`config.mk`:
```
export PLATFORM = sky130hd
export DESIGN_NAME = vga_timing_gen
export DESIGN_NICKNAME = d
export VERILOG_FILES = /design/src/rtl/vga_timing_gen.sv
export SDC_FILE = /design/constraint.sdc
export NUM_CORES = 1
export LEC_CHECK = 0
export CORE_UTILIZATION = 30
export DETAILED_ROUTE_END_ITERATION = 12
export PLACE_DENSITY_LB_ADDON = 0.1
export SLEW_MARGIN = 30
export SYNTH_ARGS = -nofsm -noshare
export SYNTH_HDL_FRONTEND = slang
export SYNTH_SLANG_ARGS = --single-unit
```
`constraint.sdc`:
```
create_clock -name clk -period 1.8 [get_ports clk]
set_input_delay 0.27 -clock clk [delete_from_list [all_inputs] [get_ports clk]]
set_output_delay 0.27 -clock clk [all_outputs]
set_load 0.02 [all_outputs]
```
`src/rtl/vga_timing_gen.sv`:
```
// vga_timing_gen: 640x480@60 raster counters, sync/active decodes and registered pad outputs.
// Pad outputs lag x/y by one pixel so sync and colour stay aligned at the connector.
module vga_timing_gen #(
    parameter int H_ACTIVE = 640,
    parameter int H_FP     = 16,
    parameter int H_SYNC   = 96,
    parameter int H_BP     = 48,
    parameter int V_ACTIVE = 480,
    parameter int V_FP     = 10,
    parameter int V_SYNC   = 2,
    parameter int V_BP     = 33
) (
    input  logic       clk,
    input  logic       rst,
    input  logic       pix_en,
    output logic [9:0] x,
    output logic [9:0] y,
    output logic       active,
    output logic       vsync,
    output logic       frame_start,
    input  logic [5:0] rgb_in,
    output logic       vga_hsync,
    output logic       vga_vsync,
    output logic [5:0] vga_rgb
);
    localparam logic [9:0] H_VIS  = 10'(H_ACTIVE);
    localparam logic [9:0] H_SBEG = 10'(H_ACTIVE + H_FP);
    localparam logic [9:0] H_SEND = 10'(H_ACTIVE + H_FP + H_SYNC);
    localparam logic [9:0] H_LAST = 10'(H_ACTIVE + H_FP + H_SYNC + H_BP - 1);
    localparam logic [9:0] V_VIS  = 10'(V_ACTIVE);
    localparam logic [9:0] V_SBEG = 10'(V_ACTIVE + V_FP);
    localparam logic [9:0] V_SEND = 10'(V_ACTIVE + V_FP + V_SYNC);
    localparam logic [9:0] V_LAST = 10'(V_ACTIVE + V_FP + V_SYNC + V_BP - 1);

    logic [9:0] h_cnt, v_cnt;
    logic       hsync;

    always_comb begin
        x           = h_cnt;
        y           = v_cnt;
        active      = (h_cnt < H_VIS) && (v_cnt < V_VIS);
        hsync       = !((h_cnt >= H_SBEG) && (h_cnt < H_SEND));
        vsync       = !((v_cnt >= V_SBEG) && (v_cnt < V_SEND));
        frame_start = pix_en && (h_cnt == '0) && (v_cnt == '0);
    end

    always_ff @(posedge clk) begin
        if (rst) begin
            h_cnt     <= '0;
            v_cnt     <= '0;
            vga_hsync <= 1'b1;
            vga_vsync <= 1'b1;
            vga_rgb   <= '0;
        end else if (pix_en) begin
            h_cnt     <= (h_cnt == H_LAST) ? '0 : h_cnt + 10'd1;
            if (h_cnt == H_LAST)
                v_cnt <= (v_cnt == V_LAST) ? '0 : v_cnt + 10'd1;
            vga_hsync <= hsync;
            vga_vsync <= vsync;
            vga_rgb   <= active ? rgb_in : 6'b0;
        end
    end
endmodule

```
# After elaboration in Yosys (flattened, before gate mapping)
# Cells that the tools add are included.
[word_totals] regBits=28 output_inout_bits=31 word_cells=28
[op_classes] order_cmp=6 n_eq_ne=2 mux=3 reduce_logical=10 addsub=2
[ops] op="10-bit by 1-bit adder with 10-bit output, second input constant" count=2
[ops] op="10-bit equality test, second input constant" count=2
[ops] op="10-bit logical NOT" count=2
[ops] op="10-bit < comparator, second input constant" count=2
[ops] op="10-bit by 9-bit < comparator with 1-bit output, second input constant" count=2
[ops] op="10-bit 2-to-1 mux" count=2
[ops] op="10-bit greater-or-equal comparator, second input constant" count=1
[ops] op="10-bit by 9-bit greater-or-equal comparator with 1-bit output, second input constant" count=1
[ops] op="6-bit 2-to-1 mux" count=1
[ops] op="1-bit logical AND" count=5
[ops] op="1-bit logical NOT" count=2
[ops] op="2-bit AND reduction" count=1

# Logic depth before layout (Yosys ltp)
# Gate-level depths: netlist (run 1).
[depth] ltp_word=3 depth_mapped=6

# Worst setup path after synthesis (run 1)
# Ideal clock, no wire load.
[synth_timing] kind="register -> output" start="reg v_cnt[9] (netlist: y[9])" end="out frame_start" path_slack_ps=-180 n_path_buf=0 required_ps=1530 stages_incl_launch_ff=3 arrival_ps=1710 cell_sequence="dfxtp_1 -> or4_2 -> nor4_1"
[synth_via] elab_chain_len=2
[synth_lines] item="start: declaration" line="35" source="logic [9:0] h_cnt, v_cnt;"
[synth_lines] item="start signal: assignment" line="57" source="v_cnt <= (v_cnt == V_LAST) ? '0 : v_cnt + 10'd1;"
[synth_lines] item="10-bit logical NOT" line="44" source="frame_start = pix_en && (h_cnt == '0) && (v_cnt == '0);"
[synth_lines] item="1-bit logical AND" line="44"
[synth_lines] item="end: declaration" line="20" source="output logic frame_start,"
# Every way passes these cells.

# Final worst setup path (run 1)
# Same ends and word-level chain as after synthesis.

==> results_dict.tcl, run 1 <==
set metrics [dict create \
    wl_per_cell_um 14.9 \
    yosys-top-cells-count "dfxtp_1 (28), nand3_1 (18), a21oi_1 (13)" \
    ys_types 37 \
    violations "design-rule violations, negative setup slack" \
    worstPathCellList "or4_4, nor4_4, buf_4" \
    core_um2 4470 \
    clock_latency_ns 0.28 \
    die_h_um 71.1 \
    startpoint_type "flop" \
    nets 248 \
    timing.fmax_mhz 552 \
    vias_per_cell 5.15 \
    synth-edff-count 0 \
    finalNonFillerCells 286 \
    syn_nets 177 \
    syn_to_final_growth_pct 59.9 \
    criticalPathCategory "reg2out" \
    rows 24 \
    antenna_found_initial 0 \
    maxCapViolations 0 \
    port-buffer-count 39 \
    grt_remaining_overflow 0 \
    htree_levels 1 \
    io_pins 40 \
    cts_root_buffer "clkbuf_8" \
    ir_drop_v 0.000320 \
    static-leakage-power_uw 0.000887 \
    cts_tree "built" \
    arrival_ns 1.54 \
    slew-limit-headroom_pct 75.8 \
    gp_congestion 0.784 \
    yosys.area.top_type "dfxtp_1" \
    endpoint_kind "output port" \
    yosysMostFrequentCell "dfxtp_1" \
    synth.top_cell.area_share_pct 39.1 \
    path_clk_slew_ns 0.10 \
    synth_area_leaders "dfxtp_1 (39%), nand3_1 (6.3%), xor2_1 (4.9%), a21oi_1 (4.5%), nand2b_1 (3.9%)" \
    hold_violations 0 \
    synth_ff_type "dfxtp_1" \
    hold-worst-slack_ns 0.477 \
    grt_pass1_wl_um 6640 \
    min_period_over_period_pct 101 \
    drc 1 \
    rsz0062_at_grt "true" \
    cp_max_fo 2 \
    die_area_um2 5060 \
    ys_async_sr_fraction_pct 0 \
    yosysSeqAreaShare_pct 39.1 \
    ys_ff_latch 28 \
    hold_path_class "reg2reg" \
    crit_slowest_cell "or4_4" \
    cts_max_path_buffers 2 \
    drt-initial-drc-count 96 \
    fin_skew_ns 0.00803 \
    grt_pass1_vias 1387 \
    fillCellCount 432 \
    power_density_nw_per_um2 558 \
    ctsHoldBuffers 0 \
    route.vias.total 1474 \
    post-dp-hpwl_um 3160 \
    dpl.cell_count 281 \
    tightest_slew_ns 0.359 \
    yosys_warnings 0 \
    grt_max_degree 24 \
    required_ns 1.53 \
    setup_violations 1 \
    antenna_cells 0 \
    dr.pass1.iters 9 \
    netlist_instances 164 \
    gr-usage-all-layers_pct 16.7 \
    drtAntennaViolNets 0 \
    drt_wl_total_um 4250 \
    status "finished, violations left" \
    slew_violations 0 \
    start_util_pct 32.0 \
    tns_ns -0.0110 \
    slowest_delay_ns 0.54 \
    drive_gt1_share_pct 30.8 \
    cts.sinks 28 \
    die_x_um 71.1 \
    fin_ws_ns -0.0110 \
    syn_avg_cell_area_um2 8.74 \
    cts-buffers-inserted 3 \
    period_needed_ns 1.81 \
    synth_area_um2 1430 \
]
-- repair_timing --
action,4_1_cts,5_1_grt
pin swaps,4,2
endpoints found under the setup margin,5,6
gates cloned,0,0
resized for setup,24,13
setup buffers,1,0
-- critical path: cells and delay by family (launching register included) --
family | cells | cell delay (ns)
AND/OR/NAND/NOR | 2 | 0.76
flip-flops | 1 | 0.33
buffers and inverters | 1 | 0.18
-- layout make-up --
| cell class | count | area, µm² | share of cell area [%] |
|---|---|---|---|
| tap | 52 | 65.1 | 2.84 |
| clock buffer | 3 | 41.3 | 1.80 |
| timing repair buffer | 75 | 651 | 28.4 |
| multi-input combinational | 122 | 916 | 40.0 |
| sequential | 28 | 571 | 24.9 |
| clock inverter | 1 | 30.0 | 1.31 |
| inverter | 5 | 18.8 | 0.819 |
-- final timing paths --
kind	startpoint	endpoint	slack, ns	cells past startpoint
min reg2reg	vga_rgb[1]	vga_rgb[1]	0.48	2
max reg2reg	x[6]	y[7]	0.01	5
max	y[9]	frame_start	-0.01	3
min	vga_rgb[1]	vga_rgb[1]	0.48	2
-- metal layers --
metal	GRT usage (%)	vias to the layer above	wire length, µm
li1	-	729	-
met1	22.3	694	1930
met2	27.1	45	2040
met3	2.85	6	203
met4	6.44	0	74
met5	0	-	0
-- metrics by stage --
stage          area [µm²]  utilization [%]  total power, µW  worst slack (ns)
3_3_place_gp         2140             47.8              775            -0.402
6_report             2290             51.2             1280           -0.0110
2_1_floorplan        1460                -              712           0.00753
3_5_place_dp         2140             47.8              779            -0.559
4_1_cts              2260             50.6             1290           -0.0364
5_1_grt              2290             51.2             1330            -0.117
-- flip-flops by register name (all words and copies together) (netlist names) --
signal,count
x,10
y,10
vga_rgb,6
vga_hsync,1
vga_vsync,1
-- layout by cell type, fill, tap and decap left out, types with 3 or more instances in the layout --
cell and count:
xnor2_1 5, nor2_1 11, buf_4 36, a21oi_1 12, nand2_1 6, nand3_1 18, dfxtp_1 20, clkbuf_8 3
inv_1 3, nand4_1 4, nor3_1 6, xor2_1 8, dfxtp_2 8, clkdlybuf4s50_1 35, nand2b_1 9, and4_1 4
-- cell families (layout without fill, tap and decap cells) --
| kind of cell | Yosys count | in the layout | share of synthesized area (%) |
|---|---|---|---|
| buf+inv | 14 | 84 | 3.84 |
| flops | 28 | 28 | 39.1 |
| simple gates | 83 | 83 | 36.1 |
| fa+ha+maj | 4 | 4 | 3.49 |
| compound gates | 20 | 20 | 8.12 |
| mux | 2 | 2 | 1.40 |
| xor+xnor | 13 | 13 | 7.94 |
-- power by group --
part / internal [µW] / switching (µW) / total, µW
Combinational: 73.6 / 62.9 / 136
Sequential: 631 / 7.25 / 639
Clock: 298 / 206 / 504
Power figures use the tool's default switching activity.
==> inputs of run 2 (changes only) <==
--- a/config.mk
+++ b/config.mk
@@ -5,9 +5,11 @@
 export SDC_FILE = /design/constraint.sdc
 export NUM_CORES = 1
 export LEC_CHECK = 0
+export ABC_AREA = 1
 export CORE_UTILIZATION = 30
 export DETAILED_ROUTE_END_ITERATION = 12
 export PLACE_DENSITY_LB_ADDON = 0.1
+export RECOVER_POWER = 100
 export SLEW_MARGIN = 30
 export SYNTH_ARGS = -nofsm -noshare
 export SYNTH_HDL_FRONTEND = slang
==> run 2 against run 1 <==
  * Clock power decreased by 19%
  * Sequential share of layout area fell by 0.34 points
  * Clock-buffer cell count increased by 1
  * The flow now finishes without violations
  * Non-clock buffer count is 2 lower
  * Critical path depth decreased by 1
  * Power fell by 6.9%
  * Worst hold slack improved by 0.014 ns
  * Fmax increased by 4.9%
  * Via count up 13%
==> results_dict.tcl, run 2 <==
set metrics [dict create \
    status "finished clean" \
    core_um2 4850 \
    slowest_delay_ns 0.67 \
    gr-usage-all-layers_pct 16.2 \
    worstHoldEndpoint "vga_hsync" \
    rr_worst_depth 9 \
    ys_async_sr_fraction_pct 0 \
    tightest_slew_ns 0.305 \
    hold_violations 0 \
    slew-limit-headroom_pct 79.5 \
    yosys_warnings 0 \
    multi_input_area_um2 850 \
    synth_ff_type "dfxtp_1" \
    ys_ff_latch 28 \
    syn_avg_cell_area_um2 6.78 \
    fillCellCount 535 \
    power_density_nw_per_um2 519 \
    rrSetupSlack_ns 0.20 \
    cts_root_buffer "clkbuf_8" \
    synth.top_cell.area_share_pct 36.1 \
    htree_levels 1 \
    crit_slowest_cell "dlygate4sd3_1" \
    rr_startpoint "x[1]" \
    critPathBufInv 2 \
    netlist_instances 229 \
    antenna_cells 0 \
    static-leakage-power_uw 0.00107 \
    fin_skew_ns 0.00458 \
    final_common_cell "nand2_1" \
    hold-worst-slack_ns 0.491 \
    maxCapViolations 0 \
    yosysMostFrequentCell "nand2_1" \
    endpoint_kind "output port" \
    clock_latency_ns 0.28 \
    fin_ws_ns 0.0733 \
    wl_per_cell_um 11.5 \
    min_from "vga_hsync" \
    cts_tree "built" \
    hold_path_class "reg2reg" \
    grt_pass1_vias 1394 \
    die_x_um 73.9 \
    cp_max_fo 4 \
    antenna_found_initial 0 \
    ys_types 28 \
    setup_violations 0 \
    rsz0062_at_grt "false" \
    rows 25 \
    yosys-top-cells-count "nand2_1 (59), nor2_1 (31), dfxtp_1 (28)" \
    hold_depth 2 \
    layout.area.seq_um2 563 \
    yosys.area.top_type "dfxtp_1" \
    grt_remaining_overflow 0 \
    syn_nets 242 \
    worstPathCellList "buf_4, dlygate4sd3_1" \
    cts.sinks 28 \
    timing.fmax_mhz 579 \
    reg2reg_to "y[9]" \
    design_area_um2 2290 \
    path_clk_slew_ns 0.10 \
    grt_max_degree 20 \
    start_util_pct 32.0 \
    startpoint_type "flop" \
    drc 0 \
    drtAntennaViolNets 0 \
    yosysSeqAreaShare_pct 36.1 \
    drt-initial-drc-count 77 \
    period_needed_ns 1.73 \
    final_cell_mix "nand2_1 (60), nor2_1 (32), buf_4 (29)" \
    preCtsSetupSlack_ns -0.368 \
    port-buffer-count 39 \
    die_area_um2 5460 \
    nets 316 \
    vias_per_cell 4.50 \
    die_h_um 73.9 \
    synth_area_um2 1550 \
    synth-edff-count 0 \
    ir_drop_v 0.000289 \
    placed_area_um2 2250 \
    criticalPathCategory "reg2out" \
    syn_to_final_growth_pct 47.8 \
    min_period_over_period_pct 95.9 \
    slew_violations 0 \
    cp_top_family "buffers and inverters" \
    cts_max_path_buffers 2 \
    arrival_ns 1.46 \
    route.vias.total 1662 \
    required_ns 1.53 \
    dr.pass1.iters 4 \
    grt_pass1_wl_um 6600 \
    drive_gt1_share_pct 17.2 \
    post-dp-hpwl_um 3360 \
    gp_congestion 0.864 \
    io_pins 40 \
    drt_wl_total_um 4240 \
    cts-buffers-inserted 3 \
    synth_area_leaders "dfxtp_1 (36%), nand2_1 (14%), nor2_1 (7.5%), a21oi_1 (6.8%), inv_1 (6.3%)" \
]
==> run 2: changes by cell type after synthesis, moves of 5 or more <==
cell / previous run / this run
nand2_1: 6 / 59
and4_1: 5 / 0
nand2b_1: 9 / 0
inv_1: 5 / 26
o21ai_0: 2 / 11
clkbuf_1: 7 / 1
a21oi_1: 13 / 21
nor2_1: 11 / 31
xor2_1: 8 / 3
nand3_1: 18 / 10
==> run 2: area by class of cell <==
class                      instances  area share (%)
clock buffer                       4            2.40
inverter                          28            4.69
multi-input combinational        169            37.0
sequential                        28            24.5
tap                               67            3.66
timing repair buffer              73            27.7
==> run 2: power breakdown <==
part	total, µW	leakage (µW)	switching, µW	internal (µW)
clock	406	0.0000288	210	196
sequential	642	0.000229	6.90	635
combinational	142	0.000815	73.9	68.6
==> run 2: stage by stage <==
stage	util, %	TNS (ns)	power (µW)	cells
floorplan	-	0	725	229
global placement	46.5	-0.454	806	364
detailed placement	46.5	-0.551	806	364
CTS	47.6	-0.0264	1210	368
global route	47.3	0	1230	369
finish	47.3	0	1190	369
==> run 2: worst max path at each step <==
stage          startpoint           to  slack, ns  depth (start not counted)
2_1_floorplan        y[0]  frame_start       0.07                          6
6_report             x[2]         x[2]       0.07                          2
3_5_place_dp       pix_en  frame_start      -0.37                          6
5_1_grt              y[0]  frame_start      0.007                          7
4_1_cts              y[0]  frame_start      -0.03                          7
3_3_place_gp       pix_en  frame_start      -0.34                          6
==> run 2: cells by family after synthesis <==
logic type,Yosys count,share of synthesized area (%)
AND/OR/NAND/NOR,127,39.2
XOR/XNOR,4,2.26
AO/OA/AOI/OAI,34,11.0
flip-flops,28,36.1
adder cells (fa/ha/maj),4,3.23
buffers and inverters,32,8.14
==> run 2: worst min-delay path: stages (launching register included) <==
cell and delay (ns):
dfxtp_1 0.34, a21oi_1 0.06, o21ai_0 0.06
==> run 2: what timing repair did <==
| item | 4_1_cts | 5_1_grt |
|---|---|---|
| setup buffers | 0 | 1 |
| setup endpoints to repair | 3 | 3 |
| resized for setup | 10 | 7 |
| cloned | 0 | 0 |
| hold buffers | 0 | 0 |
| pin swaps | 0 | 2 |
==> run 2: routing by layer <==
metal	GRT usage [%]	part of all wire, %	up-vias
met2	25.7	45	31
met3	2.47	3.8	2
li1	-	-	884
met1	22.6	50	745
met5	0	0	-
met4	5.13	0.73	0
==> inputs of run 3 (changes only) <==
--- a/config.mk
+++ b/config.mk
@@ -6,7 +6,7 @@
 export NUM_CORES = 1
 export LEC_CHECK = 0
 export ABC_AREA = 1
-export CORE_UTILIZATION = 30
+export CORE_UTILIZATION = 43
 export DETAILED_ROUTE_END_ITERATION = 12
 export PLACE_DENSITY_LB_ADDON = 0.1
 export RECOVER_POWER = 100
==> run 3 against run 2 <==
  * Critical path depth grew 3
  * Highest routed layer unchanged
  * Largest power group unchanged
  * Combinational power up 6%
  * Clock skew decreased by 0.00089 ns
  * Die area decreased by 29%
  * Power decreased by 5.9%
  * Largest cell class unchanged
==> results_dict.tcl, run 3 (synthesis gave the netlist of run 2 again) <==
set metrics [dict create \
    fin_skew_ns 0.00369 \
    drtAntennaViolNets 0 \
    endpoint_kind "output port" \
    dpl.cell_count 342 \
    cts.sinks 28 \
    tightest_slew_ns 0.319 \
    rsz0062_at_grt "true" \
    status "finished clean" \
    preCtsSetupSlack_ns -0.424 \
    grt_max_degree 20 \
    htree_levels 1 \
    dr.pass1.iters 4 \
    slew-limit-headroom_pct 78.6 \
    die_h_um 62.1 \
    layout.area.seq_um2 572 \
    maxCapViolations 0 \
    finalNonFillerCells 346 \
    cts-buffers-inserted 3 \
    finalPower_uw 1120 \
    cts_root_buffer "clkbuf_4" \
    period_needed_ns 1.80 \
    hold_violations 0 \
    route.vias.total 1689 \
    power_density_nw_per_um2 484 \
    cp_max_fo 4 \
    grt_pass1_wl_um 6740 \
    hold_path_class "in2reg" \
    arrival_ns 1.53 \
    drive_gt1_share_pct 22.7 \
    drt_wl_total_um 4070 \
    finish.utilization_pct 68.2 \
    startpoint_type "flop" \
    post-dp-hpwl_um 3130 \
    rows 21 \
    io_pins 40 \
    syn_to_final_growth_pct 49.0 \
    antenna_found_initial 0 \
    gr-usage-all-layers_pct 23.9 \
    rrSetupSlack_ns 0.28 \
    die_area_um2 3850 \
    vias_per_cell 4.88 \
    die_x_um 62.1 \
    cts_max_path_buffers 2 \
    grt_pass1_vias 1483 \
    drt-initial-drc-count 76 \
    slew_violations 0 \
    fillCellCount 285 \
    tns_ns 0 \
    slowest_delay_ns 0.35 \
    post_cts_buffers 0 \
    crit_slowest_cell "dfxtp_1" \
    nets 314 \
    final_cell_mix "nand2_1 (58), buf_4 (33), nor2_1 (31), clkdlybuf4s50_1 (31), inv_1 (24)" \
    final_common_cell "nand2_1" \
    setup_violations 0 \
    worstPathCellList "buf_4, nand2_1, nand3_1, nor2_1, clkdlybuf4s15_2" \
    wl_per_cell_um 11.8 \
    clock_latency_ns 0.34 \
    start_util_pct 45.8 \
    cts_tree "built" \
    antenna_cells 0 \
    required_ns 1.53 \
    min_period_over_period_pct 99.8 \
    core_um2 3390 \
    criticalPathCategory "reg2out" \
    multi_input_area_um2 896 \
    static-leakage-power_uw 0.00114 \
    ir_drop_v 0.000387 \
    drc 0 \
    path_clk_slew_ns 0.16 \
    timing.fmax_mhz 557 \
    port-buffer-count 39 \
    fin_ws_ns 0.00312 \
    gp_congestion 0.906 \
    grt_remaining_overflow 0 \
]
==> run 3: cell types whose count changed in the layout (fill, tap and decap cells not counted), moves of 3 or more <==
| cell | delta |
|---|---|
| dlygate4sd3_1 | -24 |
| clkdlybuf4s50_1 | +19 |
| dfxtp_1 | -7 |
| dfxtp_2 | +7 |
| dlymetal6s2s_1 | +5 |
| buf_4 | +4 |
| clkbuf_8 | -3 |
==> run 3: cell type report <==
class	instances	area share, %
Multi-Input combinational cell	169	38.7
Timing Repair Buffer	71	27.8
Sequential cell	28	24.7
Inverter	28	4.65
Tap cell	46	2.49
Clock buffer	4	1.57
==> run 3: routing by layer <==
metal	vias to the layer above	wire length, µm	GRT usage, %	share of wire, %
li1	884	-	-	-
met1	758	2030	33.2	50
met2	43	1830	38.4	45
met3	4	180	4.35	4.4
met4	0	30	5.08	0.74
met5	-	0	0	0
==> run 3: what timing repair did <==
| action | CTS | global route |
|---|---|---|
| hold buffers | 0 | 0 |
| gates resized for setup | 17 | 17 |
| endpoints found under the setup margin | 4 | 8 |
| pin swaps | 1 | 2 |
| hold endpoints to repair | 0 | 0 |
==> run 3: where the power goes <==
group	switching [µW]	total, µW	internal (µW)
clock network	201	325	124
logic	74.9	150	74.9
registers	9.20	645	636
total	285	1120	835
==> run 3: critical path: cells and delay by family (launching register included) <==
kind | cells | cell delay, ns
flip-flops | 1 | 0.35
buffers and inverters | 2 | 0.44
AND/OR/NAND/NOR | 3 | 0.40
==> run 3: final timing paths <==
kind         startpoint         end  cells past startpoint
max                x[9]      active                      5
max reg2reg        x[1]        x[5]                      8
min           rgb_in[4]  vga_rgb[4]                      3
min reg2reg        y[6]        y[6]                      2
==> run 3: per-stage QoR <==
step | hold WS (ns) | instance area (µm²)
floorplan | 0.370 | 1550
global placement | 0.451 | 2220
detailed placement | 0.469 | 2220
CTS | 0.459 | 2270
global route | 0.486 | 2310
finish | 0.457 | 2310
